[config.mk]
export PLATFORM = sky130hd
export DESIGN_NAME = uc_seq
export DESIGN_NICKNAME = d
export VERILOG_FILES = /design/src/rtl/uc_seq.sv
export SDC_FILE = /design/constraint.sdc
export NUM_CORES = 1
export LEC_CHECK = 0
export ABC_AREA = 0
export BUFFER_PORTS_ARGS = -buffer_cell sky130_fd_sc_hd__buf_4
export CORE_ASPECT_RATIO = 0.75
export CORE_MARGIN = 3
export CORE_UTILIZATION = 30
export CTS_BUF_LIST = sky130_fd_sc_hd__clkbuf_2 sky130_fd_sc_hd__clkbuf_4 sky130_fd_sc_hd__clkbuf_8
export CTS_CLUSTER_DIAMETER = 150
export DETAILED_ROUTE_END_ITERATION = 10
export GPL_TIMING_DRIVEN = 0
export HOLD_SLACK_MARGIN = 0.05
export PLACE_DENSITY = 0.47
export RECOVER_POWER = 25
export SLEW_MARGIN = 0
export SYNTH_ARGS = -nofsm -noshare
export SYNTH_HDL_FRONTEND = slang
export SYNTH_SLANG_ARGS = --single-unit
export TNS_END_PERCENT = 50
[constraint.sdc]
create_clock -name i_Clk -period 5.26 [get_ports i_Clk]
set_clock_uncertainty 0.2 [all_clocks]
set_input_delay 1.052 -clock i_Clk [delete_from_list [all_inputs] [get_ports i_Clk]]
set_output_delay 1.052 -clock i_Clk [all_outputs]
set_load 0.02 [all_outputs]
[src/rtl/uc_seq.sv]
// uc_seq: sequenced control unit for the 8-opcode micro datapath.
// Accepts one instruction per handshake, decodes it into registered
// register-file / move / ALU / jump controls, holds them for an EXEC cycle
// and, for LOAD_1, MOVE and MATH, a further WB cycle with o_Wr_En=1.
// Keeps its own program counter and takes conditional jumps on ALU flags.
//
// Handshake: o_Ready is high only in FETCH and never while i_Rst is high.
// An instruction is accepted on a rising edge where o_Ready && i_Instr_Valid;
// opcode and arguments are captured on that edge. While o_Ready is low,
// i_Instr_Valid and the instruction inputs are ignored.
//
// Ports:
//   i_Clk, i_Rst            clock, synchronous active-high reset
//   i_Instr_Valid           instruction present on i_Cod_op / i_Arguments
//   i_Cod_op[2:0]           opcode
//   i_Arguments[ARG_W-1:0]  A = high half, B = low half
//   i_Flags[1:0]            [0] Z, [1] C from the ALU
//   o_Ready                 able to accept an instruction
//   o_PC[PC_W-1:0]          program counter (drives instruction memory)
//   o_Lec_RX, o_Lec_RY, o_Sel_Esc, o_D1, o_D2, o_ALU_Op   F-bit fields
//   o_Sel_LyE, o_Move, o_Math_En, o_Jump, o_Wr_En        strobes
//   o_State[1:0]            debug view of the sequencer state
module uc_seq #(
  parameter int ARG_W = 6,
  parameter int PC_W  = 8
) (
  input  logic                 i_Clk,
  input  logic                 i_Rst,
  input  logic                 i_Instr_Valid,
  input  logic [2:0]           i_Cod_op,
  input  logic [ARG_W-1:0]     i_Arguments,
  input  logic [1:0]           i_Flags,
  output logic                 o_Ready,
  output logic [PC_W-1:0]      o_PC,
  output logic [ARG_W/2-1:0]   o_Lec_RX,
  output logic [ARG_W/2-1:0]   o_Lec_RY,
  output logic [ARG_W/2-1:0]   o_Sel_Esc,
  output logic [ARG_W/2-1:0]   o_D1,
  output logic [ARG_W/2-1:0]   o_D2,
  output logic [ARG_W/2-1:0]   o_ALU_Op,
  output logic                 o_Sel_LyE,
  output logic                 o_Move,
  output logic                 o_Math_En,
  output logic                 o_Jump,
  output logic                 o_Wr_En,
  output logic [1:0]           o_State
);

  localparam int F = ARG_W / 2;

  typedef enum logic [1:0] {
    S_FETCH = 2'd0,
    S_EXEC  = 2'd1,
    S_WB    = 2'd2
  } state_t;

  typedef struct packed {
    logic [F-1:0] lec_rx;
    logic [F-1:0] lec_ry;
    logic [F-1:0] sel_esc;
    logic [F-1:0] d1;
    logic [F-1:0] d2;
    logic [F-1:0] alu_op;
    logic         sel_lye;
    logic         move;
    logic         math_en;
  } ctrl_t;

  state_t          state;
  ctrl_t           ctrl;
  ctrl_t           dec;
  logic            dec_wb;
  logic            dec_jmp;
  logic            wr_en;
  logic            has_wb;
  logic            jmp_pend;
  logic [1:0]      jmp_cond;
  logic [PC_W-1:0] jmp_tgt;
  logic [PC_W-1:0] pc;
  logic            jmp_hit;
  logic            jmp_take;

  logic [F-1:0] arg_a;
  logic [F-1:0] arg_b;
  assign arg_a = i_Arguments[ARG_W-1:F];
  assign arg_b = i_Arguments[F-1:0];

  // Decode of the instruction on the input bus; only used on the accept edge.
  always_comb begin
    dec     = '0;
    dec_wb  = 1'b0;
    dec_jmp = 1'b0;
    case (i_Cod_op)
      3'd0: begin dec.lec_rx = arg_a; dec.sel_esc = arg_b; dec.sel_lye = 1'b1; dec_wb = 1'b1; end
      3'd1: begin dec.lec_rx = arg_a; dec.lec_ry  = arg_b; end
      3'd2: begin dec.lec_rx = arg_a; dec.sel_esc = arg_b; end
      3'd3: begin dec.lec_rx = arg_a; dec.lec_ry  = arg_b; dec.sel_lye = 1'b1; end
      3'd4: begin dec.d1 = arg_a; dec.d2 = arg_b; dec.move = 1'b1; dec_wb = 1'b1; end
      3'd5: begin dec.alu_op = arg_b; dec.sel_esc = arg_a; dec.math_en = 1'b1; dec_wb = 1'b1; end
      3'd6: dec_jmp = 1'b1;
      default: ;
    endcase
  end

  // Jump condition evaluated against the flags present during EXEC.
  always_comb begin
    case (jmp_cond)
      2'b00:   jmp_hit = 1'b1;
      2'b01:   jmp_hit = i_Flags[0];
      2'b10:   jmp_hit = i_Flags[1];
      default: jmp_hit = !i_Flags[0];
    endcase
  end

  // jmp_pend is a register that is high only in the EXEC cycle of a JUMP,
  // so o_Jump is a single-cycle pulse gated by the live EXEC flags.
  assign jmp_take = jmp_pend && jmp_hit;

  always_ff @(posedge i_Clk) begin
    if (i_Rst) begin
      state    <= S_FETCH;
      ctrl     <= '0;
      wr_en    <= 1'b0;
      has_wb   <= 1'b0;
      jmp_pend <= 1'b0;
      jmp_cond <= 2'b00;
      jmp_tgt  <= '0;
      pc       <= '0;
    end else begin
      case (state)
        S_FETCH: begin
          if (i_Instr_Valid) begin
            state    <= S_EXEC;
            ctrl     <= dec;
            has_wb   <= dec_wb;
            jmp_pend <= dec_jmp;
            jmp_cond <= i_Arguments[ARG_W-1:ARG_W-2];
            jmp_tgt  <= PC_W'(i_Arguments[ARG_W-3:0]);
          end
        end
        S_EXEC: begin
          jmp_pend <= 1'b0;
          if (has_wb) begin
            state <= S_WB;
            wr_en <= 1'b1;
          end else begin
            state <= S_FETCH;
            ctrl  <= '0;
            pc    <= jmp_take ? jmp_tgt : pc + PC_W'(1);
          end
        end
        S_WB: begin
          state <= S_FETCH;
          ctrl  <= '0;
          wr_en <= 1'b0;
          pc    <= pc + PC_W'(1);
        end
        default: state <= S_FETCH;
      endcase
    end
  end

  assign o_Ready   = (state == S_FETCH) && !i_Rst;
  assign o_PC      = pc;
  assign o_Lec_RX  = ctrl.lec_rx;
  assign o_Lec_RY  = ctrl.lec_ry;
  assign o_Sel_Esc = ctrl.sel_esc;
  assign o_D1      = ctrl.d1;
  assign o_D2      = ctrl.d2;
  assign o_ALU_Op  = ctrl.alu_op;
  assign o_Sel_LyE = ctrl.sel_lye;
  assign o_Move    = ctrl.move;
  assign o_Math_En = ctrl.math_en;
  assign o_Jump    = jmp_take;
  assign o_Wr_En   = wr_en;
  assign o_State   = state;

endmodule

==> results.sh, run 1 <==
export IMPL_outcome="finished, final reports clean"
export IMPL_place_port_buffers=46
export IMPL_via_count_of_the_first_global_routing_pass=1585
export IMPL_cts_buffer_depth=2
export IMPL_post_layout_nonfiller_instances=356
export IMPL_critPathMaxStageDelay_ps=380
export IMPL_netlist_area_leader_share_pct=43.5
export IMPL_ys_warn_count=0
export IMPL_drt_initial_drc_count=83
export IMPL_placed_cells=348
export IMPL_ir_drop_uv=141
export IMPL_critical_path_top_cell_by_count="sky130_fd_sc_hd__buf_4"
export IMPL_regToRegEndpoint="o_D1[1]"
export IMPL_cts_htree_levels=2
export IMPL_yosysTopAreaCell="sky130_fd_sc_hd__dfxtp_1"
export IMPL_core_area_sq_um=5890
export IMPL_cellPowerDensity_nw_per_um2=277
export IMPL_timing_critical_path_buf_inv=2
export IMPL_drtPass1Iterations=4
export IMPL_die_area_sq_um=7120
export IMPL_cp_data_required_time_ps=4010
export IMPL_nets=295
export IMPL_cts_root_buffer="sky130_fd_sc_hd__clkbuf_8"
export IMPL_layout_drive_gt1_share_pct=15.5
export IMPL_rsz_0062_raised_after_global_routing="false"
export IMPL_clkLatencyLatePin_ps=290
export IMPL_cts_reportedPaths_clkPinSlew_ps=80
export IMPL_max_slew_margin_rel_pct=56.6
export IMPL_synth_cell_area_sq_um=1840
export IMPL_synthToLayoutAreaGrowth_pct=25.6
export IMPL_kind_of_capture_point_of_the_worst_setup_path="primary output"
export IMPL_hold_path_class="reg2reg"
export IMPL_ys_types=35
export IMPL_worst_path_max_fanout=2
export IMPL_crit_arrival_ps=1810
export IMPL_chipHeight_microns=73.8
export IMPL_die_w_microns=96.4
export IMPL_cp_endpoint="o_Jump"
export IMPL_startpoint_type="primary input"
export IMPL_post_synth_main_area_contributors="sky130_fd_sc_hd__dfxtp_1 (44%), sky130_fd_sc_hd__a21oi_1 (8.2%), sky130_fd_sc_hd__nand2_1 (6.7%), sky130_fd_sc_hd__or3_1 (5.1%), sky130_fd_sc_hd__nand3_1 (4.4%)"
export IMPL_post_cts_repair_setup_buffers=0
export IMPL_avgViaCountPerCell=4.76
export IMPL_dpl_hpwl_microns=3770
export IMPL_ff_latch_area_sq_um=801
export IMPL_hold_viol=0
export IMPL_route_detailed_wl_per_inst_microns=13.8
export IMPL_multi_input_area_sq_um=965
export IMPL_r2r_setup_slack_ps=2760
export IMPL_postCtsResizedCells=0
export IMPL_worstMarginPinSlew_ps=645
export IMPL_crit_path_top_delay_cell="sky130_fd_sc_hd__nor3b_1"
export IMPL_overflow=0
export IMPL_routabilityCongestion=0.755
export IMPL_num_fill_cells=667
export IMPL_timing_setup_tns_ps=0
export IMPL_critical_path_cell_chain="buf_4 > nor3b_1 > a211oi_1 > buf_4"
export IMPL_worst_setup_path_type="in2out"
export IMPL_vias=1693
export IMPL_floorplan_rows=24
export IMPL_critical_path_depth=4
export IMPL_antenna_cells_inserted=0
export IMPL_antenna_found_initial=0
export IMPL_yosysSeqAreaShare_pct=43.5
export IMPL_setup_viol_count_final=0
export IMPL_tritoncts_sinks=40
export IMPL_synthesis_instances=224
export IMPL_grt_use_total_pct=14.8
export IMPL_syn_mean_instance_area_sq_um=8.21
export IMPL_effective_utilization_at_floorplan_pct=31.2
export IMPL_ff2ff_path_depth=9
export IMPL_report_final_slew_viol_count=0
export IMPL_hold_buffers=0
export IMPL_cts_tree="done"
export IMPL_first_pass_grt_wire_length_microns=8090
export IMPL_fin_crit_sh_pct=58.3
export IMPL_route_antenna_remaining_nets=0
export IMPL_max_freq_mhz=326
export IMPL_worst_setup_path_startpoint="i_Flags[1]"
export IMPL_synth_ff_latch_count=40
export IMPL_synth_nets=242
export IMPL_drt_total_wl_microns=4900
export IMPL_r2r_start="o_State[0]"
export IMPL_grt_max_degree=13
export IMPL_fin_crit_ps=3060
export IMPL_p_leak_nw=0.843
export IMPL_drcViolationCount=0
export IMPL_max_cap_violations=0
export IMPL_ios=48
export IMPL_timing_critical_path_max_delay_family="simple AND/OR/NAND/NOR gates"
export IMPL_numCtsBuffers=5
-- metal layers --
layer / vias up / track usage, % / share of wire, %
li1: 890 / - / -
met1: 767 / 24.2 / 57
met2: 34 / 18.3 / 37
met3: 2 / 3.89 / 5.3
met4: 0 / 3.89 / 0.39
met5: - / 0 / 0
-- through the flow --
stage	worst slack, ps	utilization [%]	cell area [sq um]	power, mW	hold slack (ps)
final	2200	39.3	2310	0.639	254
after global routing	2110	39.3	2310	0.679	270
after CTS	2180	40.3	2370	0.654	259
after detailed placement	2180	38.8	2280	0.437	247
after global placement	2190	38.8	2280	0.437	242
after floorplan	2200	-	1840	0.394	236
-- report_power, final --
group	total (mW)	leakage, nW	internal, mW	switching (mW)
logic	0.104	0.467	0.0386	0.0654
clock network	0.213	0.0510	0.105	0.108
registers	0.322	0.325	0.314	0.00825
-- worst min path at each step --
stage	startpoint	to	slack, ps	depth (start not counted)
after floorplan	jmp_tgt[1]	jmp_tgt[1]	240	2
after global placement	o_Lec_RY[0]	o_Lec_RY[0]	240	2
after detailed placement	o_Lec_RX[1]	o_Lec_RX[1]	250	2
after CTS	o_D2[0]	o_D2[0]	260	2
after global routing	o_Lec_RY[2]	o_Lec_RY[2]	270	2
final	o_Lec_RX[0]	o_Lec_RX[0]	250	2
-- cell families (layout without fill, tap and decap cells) --
group	count (synthesis)	in the layout	synth area share, %
AND/OR/NAND/NOR	105	105	28.4
AO/OA/AOI/OAI	51	51	18.0
flip-flops	40	40	43.5
buffers and inverters	17	71	4.01
XOR/XNOR	6	6	2.86
adder cells (fa/ha/maj)	4	4	2.72
multiplexers	1	1	0.544
-- tightest hold or removal path, stage by stage, from the launching register on --
cell and delay [ps]:
sky130_fd_sc_hd__dfxtp_1 310, sky130_fd_sc_hd__nand2_1 50, sky130_fd_sc_hd__a21oi_1 50
-- cell type report --
type | count | share of cell area, %
Multi-Input combinational cell | 167 | 41.7
Clock inverter | 2 | 0.433
Inverter | 5 | 0.812
Timing Repair Buffer | 46 | 12.2
Tap cell | 78 | 4.22
Clock buffer | 6 | 3.57
Sequential cell | 40 | 34.7
Buffer | 12 | 2.38
-- sequential cells by signal (all words and copies together) (netlist names), 2 cells and up --
signal,cells
jmp_cond,2
jmp_tgt,4
o_ALU_Op,3
o_D1,3
o_D2,3
o_Lec_RX,3
o_Lec_RY,3
o_PC,8
o_Sel_Esc,3
o_State,2
-- synth_stat cells --
cell,count
sky130_fd_sc_hd__nor2_1,18
sky130_fd_sc_hd__buf_6,1
sky130_fd_sc_hd__o21bai_1,1
sky130_fd_sc_hd__buf_2,2
sky130_fd_sc_hd__a31oi_1,3
sky130_fd_sc_hd__nand3b_1,1
sky130_fd_sc_hd__o21a_1,1
sky130_fd_sc_hd__nor2b_1,4
sky130_fd_sc_hd__a2111oi_1,1
sky130_fd_sc_hd__a41o_1,1
sky130_fd_sc_hd__dfxtp_1,40
sky130_fd_sc_hd__and2_1,1
sky130_fd_sc_hd__ha_1,4
sky130_fd_sc_hd__clkbuf_1,9
sky130_fd_sc_hd__nand2_1,33
sky130_fd_sc_hd__and3b_1,1
sky130_fd_sc_hd__or4b_1,1
sky130_fd_sc_hd__a211o_1,1
sky130_fd_sc_hd__nor3_1,3
sky130_fd_sc_hd__nor4_1,1
sky130_fd_sc_hd__xnor2_1,6
sky130_fd_sc_hd__nand3_1,16
sky130_fd_sc_hd__a22oi_1,6
sky130_fd_sc_hd__and2_4,1
sky130_fd_sc_hd__mux2i_1,1
sky130_fd_sc_hd__a211oi_1,4
sky130_fd_sc_hd__or3b_2,1
sky130_fd_sc_hd__a21oi_1,30
sky130_fd_sc_hd__a2111oi_4,1
sky130_fd_sc_hd__nand2b_1,6
sky130_fd_sc_hd__nor3b_1,2
sky130_fd_sc_hd__a21o_1,2
sky130_fd_sc_hd__or2b_1,1
sky130_fd_sc_hd__or3_1,15
sky130_fd_sc_hd__inv_1,5
-- layout by cell type (no fill, tap or decap), drive strengths merged --
cell type  count
dfxtp         40
nand2         33
buf           32
clkbuf        32
a21oi         30
nor2          18
nand3         16
or3           15
xnor2          6
nand2b         6
a22oi          6
inv            5
a211oi         4
nor2b          4
ha             4
a31oi          3
nor3           3
nor3b          2
a21o           2
clkinv         2
a2111oi        2
and2           2
or2b           1
o21bai         1
mux2i          1
or4b           1
nor4           1
or3b           1
and3b          1
nand3b         1
a41o           1
o21a           1
a211o          1
Note: power is estimated with default switching activity, not from simulation.
==> inputs of run 2 (changes only) <==
ABC_AREA = 1   (was 0)
clock period = 2.84 ns   (was 5.26 ns; I/O delays follow)
==> results.sh, run 2 <==
export IMPL_ys_warn_count=0
export IMPL_r2r_setup_slack_ps=940
export IMPL_ys_types=32
export IMPL_route_detailed_wl_per_inst_microns=12.4
export IMPL_chipHeight_microns=74.4
export IMPL_postCtsResizedCells=0
export IMPL_antenna_cells_inserted=0
export IMPL_yosysTopAreaCell="sky130_fd_sc_hd__dfxtp_1"
export IMPL_vias=1674
export IMPL_synth_mux_area_fraction_pct=0
export IMPL_cts_root_buffer="sky130_fd_sc_hd__clkbuf_8"
export IMPL_synth_ff_latch_count=40
export IMPL_kind_of_capture_point_of_the_worst_setup_path="primary output"
export IMPL_hold_path_class="reg2reg"
export IMPL_ios=48
export IMPL_startpoint_type="flop"
export IMPL_cp_endpoint="o_Ready"
export IMPL_tritoncts_sinks=40
export IMPL_synth_enable_flop_cells=0
export IMPL_nets=313
export IMPL_max_freq_mhz=485
export IMPL_max_cap_violations=0
export IMPL_clkLatencyLatePin_ps=280
export IMPL_cellPowerDensity_nw_per_um2=549
export IMPL_cts_reportedPaths_clkPinSlew_ps=70
export IMPL_netlist_area_leader_share_pct=42.8
export IMPL_post_synth_fa_ha_maj_area_fraction_pct=2.67
export IMPL_drt_initial_drc_count=64
export IMPL_worstMarginPinSlew_ps=587
export IMPL_route_antenna_remaining_nets=0
export IMPL_dpl_hpwl_microns=3600
export IMPL_ff2ff_path_depth=11
export IMPL_first_pass_grt_wire_length_microns=7850
export IMPL_avgViaCountPerCell=4.48
export IMPL_hold_viol=0
export IMPL_post_route_worst_setup_slack_ps=780
export IMPL_drtPass1Iterations=4
export IMPL_core_area_sq_um=5920
export IMPL_antenna_found_initial=0
export IMPL_timing_setup_tns_ps=0
export IMPL_place_port_buffers=46
export IMPL_hold_buffers=0
export IMPL_syn_mean_instance_area_sq_um=7.74
export IMPL_post_synth_main_area_contributors="sky130_fd_sc_hd__dfxtp_1 (43%), sky130_fd_sc_hd__nand2_1 (12%), sky130_fd_sc_hd__a21oi_1 (6.4%), sky130_fd_sc_hd__inv_1 (5.6%), sky130_fd_sc_hd__a21oi_2 (4.2%)"
export IMPL_worst_setup_path_type="reg2out"
export IMPL_synthToLayoutAreaGrowth_pct=25.7
export IMPL_r2r_start="o_State[0]"
export IMPL_numCtsBuffers=5
export IMPL_worst_path_max_fanout=4
export IMPL_crit_arrival_ps=1290
export IMPL_ir_drop_uv=229
export IMPL_grt_use_total_pct=13.6
export IMPL_synth_cell_area_sq_um=1870
export IMPL_overflow=0
export IMPL_effective_utilization_at_floorplan_pct=31.7
export IMPL_cts_buffer_depth=2
export IMPL_synth_commonest_cells="sky130_fd_sc_hd__nand2_1 (60), sky130_fd_sc_hd__dfxtp_1 (40), sky130_fd_sc_hd__inv_1 (28)"
export IMPL_min_from="jmp_tgt[3]"
export IMPL_max_slew_margin_rel_pct=60.9
export IMPL_place_ws_ps=775
export IMPL_synthesis_instances=242
export IMPL_post_synth_top_count_cell="sky130_fd_sc_hd__nand2_1"
export IMPL_rsz_0062_raised_after_global_routing="false"
export IMPL_floorplan_rows=24
export IMPL_die_w_microns=97.2
export IMPL_largest_register_ffs=8
export IMPL_cts_tree="done"
export IMPL_regToRegEndpoint="o_Lec_RY[0]"
export IMPL_synth_xor_area_share_pct=1.40
export IMPL_synthSimpleGateAreaFrac_pct=27.3
export IMPL_via_count_of_the_first_global_routing_pass=1599
export IMPL_async_reset_ff_share_pct=0
export IMPL_fin_crit_ps=2060
export IMPL_yosysSeqAreaShare_pct=42.8
export IMPL_grt_max_degree=12
export IMPL_drcViolationCount=0
export IMPL_cts_htree_levels=2
export IMPL_layout_cells_most_common_list="sky130_fd_sc_hd__nand2_1 (60), sky130_fd_sc_hd__dfxtp_1 (40), sky130_fd_sc_hd__buf_4 (33), sky130_fd_sc_hd__inv_1 (29), sky130_fd_sc_hd__a21oi_1 (24)"
export IMPL_setup_viol_count_final=0
export IMPL_p_leak_nw=0.986
export IMPL_synth_compound_area_share_pct=17.7
export IMPL_post_cts_repair_setup_buffers=0
export IMPL_drt_total_wl_microns=4650
export IMPL_routabilityCongestion=0.742
export IMPL_fin_crit_sh_pct=72.5
export IMPL_synth_top_family_by_area="simple AND/OR/NAND/NOR gates"
export IMPL_outcome="finished, final reports clean"
export IMPL_cp_data_required_time_ps=2070
export IMPL_mostFrequentLayoutCell="sky130_fd_sc_hd__nand2_1"
export IMPL_layout_drive_gt1_share_pct=23.3
export IMPL_worst_setup_path_startpoint="o_State[0]"
export IMPL_die_area_sq_um=7240
export IMPL_synth_nets=260
export IMPL_post_synth_top_flop="sky130_fd_sc_hd__dfxtp_1"
export IMPL_report_final_slew_viol_count=0
run 2: cell type report:
cell class                 count  area, sq um
clock buffer                   8         97.6
inverter                      33          126
buffer                         5         27.5
sequential                    40          801
multi-input combinational    164          916
fill                         636         3560
tap                           78         97.6
timing repair buffer          46          289
run 2: logic make-up (layout without fill, tap and decap cells):
group / Yosys count / in the layout
compound gates: 54 / 54
buf+inv: 38 / 92
simple gates: 103 / 103
xor+xnor: 3 / 3
flops: 40 / 40
fa+ha+maj: 4 / 4
run 2: how the worst min path moves through the flow:
stage / endpoint / slack (ps) / cells past startpoint
final: jmp_tgt[3] / 270 / 2
after global routing: o_ALU_Op[0] / 290 / 2
after CTS: jmp_tgt[3] / 270 / 2
after detailed placement: o_D1[2] / 260 / 2
after global placement: jmp_tgt[3] / 250 / 2
after floorplan: jmp_tgt[2] / 230 / 2
run 2: stage by stage:
stage	util (%)	power, mW	std cells	area [sq um]	hold WS, ps
6_report	39.8	1.29	374	2350	268
5_1_grt	39.8	1.38	374	2350	286
4_1_cts	40.8	1.32	374	2410	272
3_5_place_dp	39.1	0.910	366	2320	260
3_3_place_gp	39.1	0.911	366	2320	251
2_1_floorplan	-	0.814	242	1870	230
run 2: worst max-delay path, cell delays in order, from the launching register on:
cell and delay, ps:
sky130_fd_sc_hd__dfxtp_1 380, sky130_fd_sc_hd__inv_1 80, sky130_fd_sc_hd__ha_1 230, sky130_fd_sc_hd__inv_1 100, sky130_fd_sc_hd__nor2_1 60, sky130_fd_sc_hd__buf_4 160
run 2: routing by layer:
| layer | GRT usage (%) | share of wire [%] | vias up |
|---|---|---|---|
| met4 | 2.76 | 0.41 | 0 |
| met3 | 4.78 | 6.7 | 2 |
| met5 | 0 | 0 | - |
| met1 | 20.6 | 55 | 730 |
| met2 | 18.6 | 38 | 46 |
| li1 | - | - | 896 |
run 2: where the power goes:
group          switching [mW]  total [mW]  internal, mW  leakage [nW]
clock network           0.188       0.405         0.217        0.0523
logic                   0.181       0.276        0.0951         0.608
registers              0.0203       0.611         0.591         0.326
==> inputs of run 3 (changes only) <==
ABC_AREA = 0   (was 1)
clock period = 1.9 ns   (was 2.84 ns; I/O delays follow)
==> results.sh, run 3 (same netlist as run 1, synthesis figures left out) <==
export IMPL_cts_htree_levels=2
export IMPL_max_cap_violations=0
export IMPL_worstMarginPinSlew_ps=610
export IMPL_cts_reportedPaths_clkPinSlew_ps=90
export IMPL_kind_of_capture_point_of_the_worst_setup_path="flop"
export IMPL_hold_viol=0
export IMPL_place_port_buffers=46
export IMPL_cp_data_required_time_ps=1920
export IMPL_violations="setup timing"
export IMPL_placed_cells=348
export IMPL_ir_drop_uv=360
export IMPL_effective_utilization_at_floorplan_pct=31.2
export IMPL_cts_root_buffer="sky130_fd_sc_hd__clkbuf_8"
export IMPL_die_area_sq_um=7120
export IMPL_synthToLayoutAreaGrowth_pct=50.5
export IMPL_die_w_microns=96.4
export IMPL_drt_total_wl_microns=5480
export IMPL_startpoint_type="flop"
export IMPL_overflow=0
export IMPL_design_power_total_mw=2.28
export IMPL_drcViolationCount=0
export IMPL_tritoncts_sinks=40
export IMPL_cts_buffer_depth=2
export IMPL_outcome="finished with violations"
export IMPL_largest_register_ffs=8
export IMPL_critical_path_top_cell_by_count="sky130_fd_sc_hd__or3_4"
export IMPL_setup_viol_count_final=22
export IMPL_fin_crit_sh_pct=109
export IMPL_mostFrequentLayoutCell="sky130_fd_sc_hd__buf_4"
export IMPL_cellPowerDensity_nw_per_um2=826
export IMPL_antenna_found_initial=0
export IMPL_cts_tree="done"
export IMPL_post_layout_nonfiller_instances=370
export IMPL_p_leak_nw=1.05
export IMPL_crit_path_top_delay_cell="sky130_fd_sc_hd__or3_4"
export IMPL_fin_crit_ps=2060
export IMPL_via_count_of_the_first_global_routing_pass=1771
export IMPL_grt_use_total_pct=16.4
export IMPL_grt_max_degree=14
export IMPL_critical_path_cell_chain="inv_4 > ha_4 > nor2b_4 > or3_4 > buf_6 > or3_4 > a21oi_2"
export IMPL_nets=309
export IMPL_avgViaCountPerCell=4.91
export IMPL_routabilityCongestion=0.727
export IMPL_chipHeight_microns=73.8
export IMPL_vias=1817
export IMPL_dpl_hpwl_microns=3840
export IMPL_max_slew_margin_rel_pct=59.3
export IMPL_crit_arrival_ps=2080
export IMPL_clkLatencyLatePin_ps=300
export IMPL_worst_path_max_fanout=8
export IMPL_route_detailed_wl_per_inst_microns=14.8
export IMPL_floorplan_rows=24
export IMPL_drt_initial_drc_count=64
export IMPL_layout_cells_most_common_list="sky130_fd_sc_hd__buf_4 (46), sky130_fd_sc_hd__dfxtp_1 (38), sky130_fd_sc_hd__nand2_1 (26), sky130_fd_sc_hd__a21oi_1 (25), sky130_fd_sc_hd__nor2_1 (18)"
export IMPL_post_route_worst_setup_slack_ps=-164
export IMPL_route_antenna_remaining_nets=0
export IMPL_drtPass1Iterations=4
export IMPL_critPathMaxStageDelay_ps=430
export IMPL_hold_path_class="in2reg"
export IMPL_ios=48
export IMPL_numCtsBuffers=5
export IMPL_worst_setup_path_type="reg2reg"
export IMPL_report_final_slew_viol_count=0
export IMPL_first_pass_grt_wire_length_microns=8910
export IMPL_core_area_sq_um=5890
export IMPL_antenna_cells_inserted=0
export IMPL_max_freq_mhz=485
export IMPL_layout_drive_gt1_share_pct=33.9
export IMPL_rsz_0062_raised_after_global_routing="true"
## run 3: worst paths after layout
kind	end	cells after the start	startpoint	slack, ps
worst max-delay path	o_Sel_Esc[0]	7	o_State[0]	-160
worst min-delay path	o_D1[1]	3	i_Arguments[4]	150
worst max register to register	o_Sel_Esc[0]	7	o_State[0]	-160
worst min register to register	o_Lec_RY[1]	2	o_Lec_RY[1]	250
## run 3: per-layer routing
layer | part of all wire, % | wire length, microns | GRT usage, %
met4 | 0.69 | 38 | 3.73
met5 | 0 | 0 | 0
met1 | 54 | 2940 | 26.2
met3 | 6.8 | 370 | 4.09
met2 | 39 | 2120 | 21.6
## run 3: worst max-delay path, delay by kind of cell, from the launching register on
family | cells | cell delay [ps]
adder cells (fa/ha/maj) | 1 | 170
AND/OR/NAND/NOR | 3 | 920
flip-flops | 1 | 390
AO/OA/AOI/OAI | 1 | 120
buffers and inverters | 2 | 200
## run 3: through the flow
step / hold WS (ps) / area, sq um / worst slack, ps / util (%) / TNS [ps]
finish: 152 / 2770 / -164 / 47.0 / -2590
global route: 162 / 2770 / -221 / 47.0 / -3980
CTS: 144 / 2680 / -172 / 45.5 / -2270
detailed placement: 249 / 2340 / -411 / 39.8 / -6250
global placement: 243 / 2340 / -416 / 39.8 / -5780
floorplan: 236 / 1900 / -142 / - / -2070
## run 3: power breakdown
| group | switching, mW | internal [mW] | leakage [nW] |
|---|---|---|---|
| Sequential | 0.0259 | 0.867 | 0.326 |
| Clock | 0.313 | 0.657 | 0.0784 |
| Combinational | 0.223 | 0.198 | 0.643 |
| Total | 0.562 | 1.72 | 1.05 |
## run 3: layout make-up
class / count / area, sq um
Fill cell: 613 / 3120
Clock buffer: 5 / 68.8
Tap cell: 78 / 97.6
Timing Repair Buffer: 61 / 448
Inverter: 5 / 23.8
Clock inverter: 3 / 90.1
Buffer: 11 / 87.6
Multi-Input combinational cell: 167 / 1140
Sequential cell: 40 / 808
## run 3: repair_timing
| item | CTS | global route |
|---|---|---|
| hold buffers | 0 | 0 |
| cloned | 2 | 1 |
| setup endpoints to repair | 25 | 31 |
| pin swaps | 9 | 5 |
| gates resized for setup | 22 | 26 |
| buffers inserted | 9 | 3 |
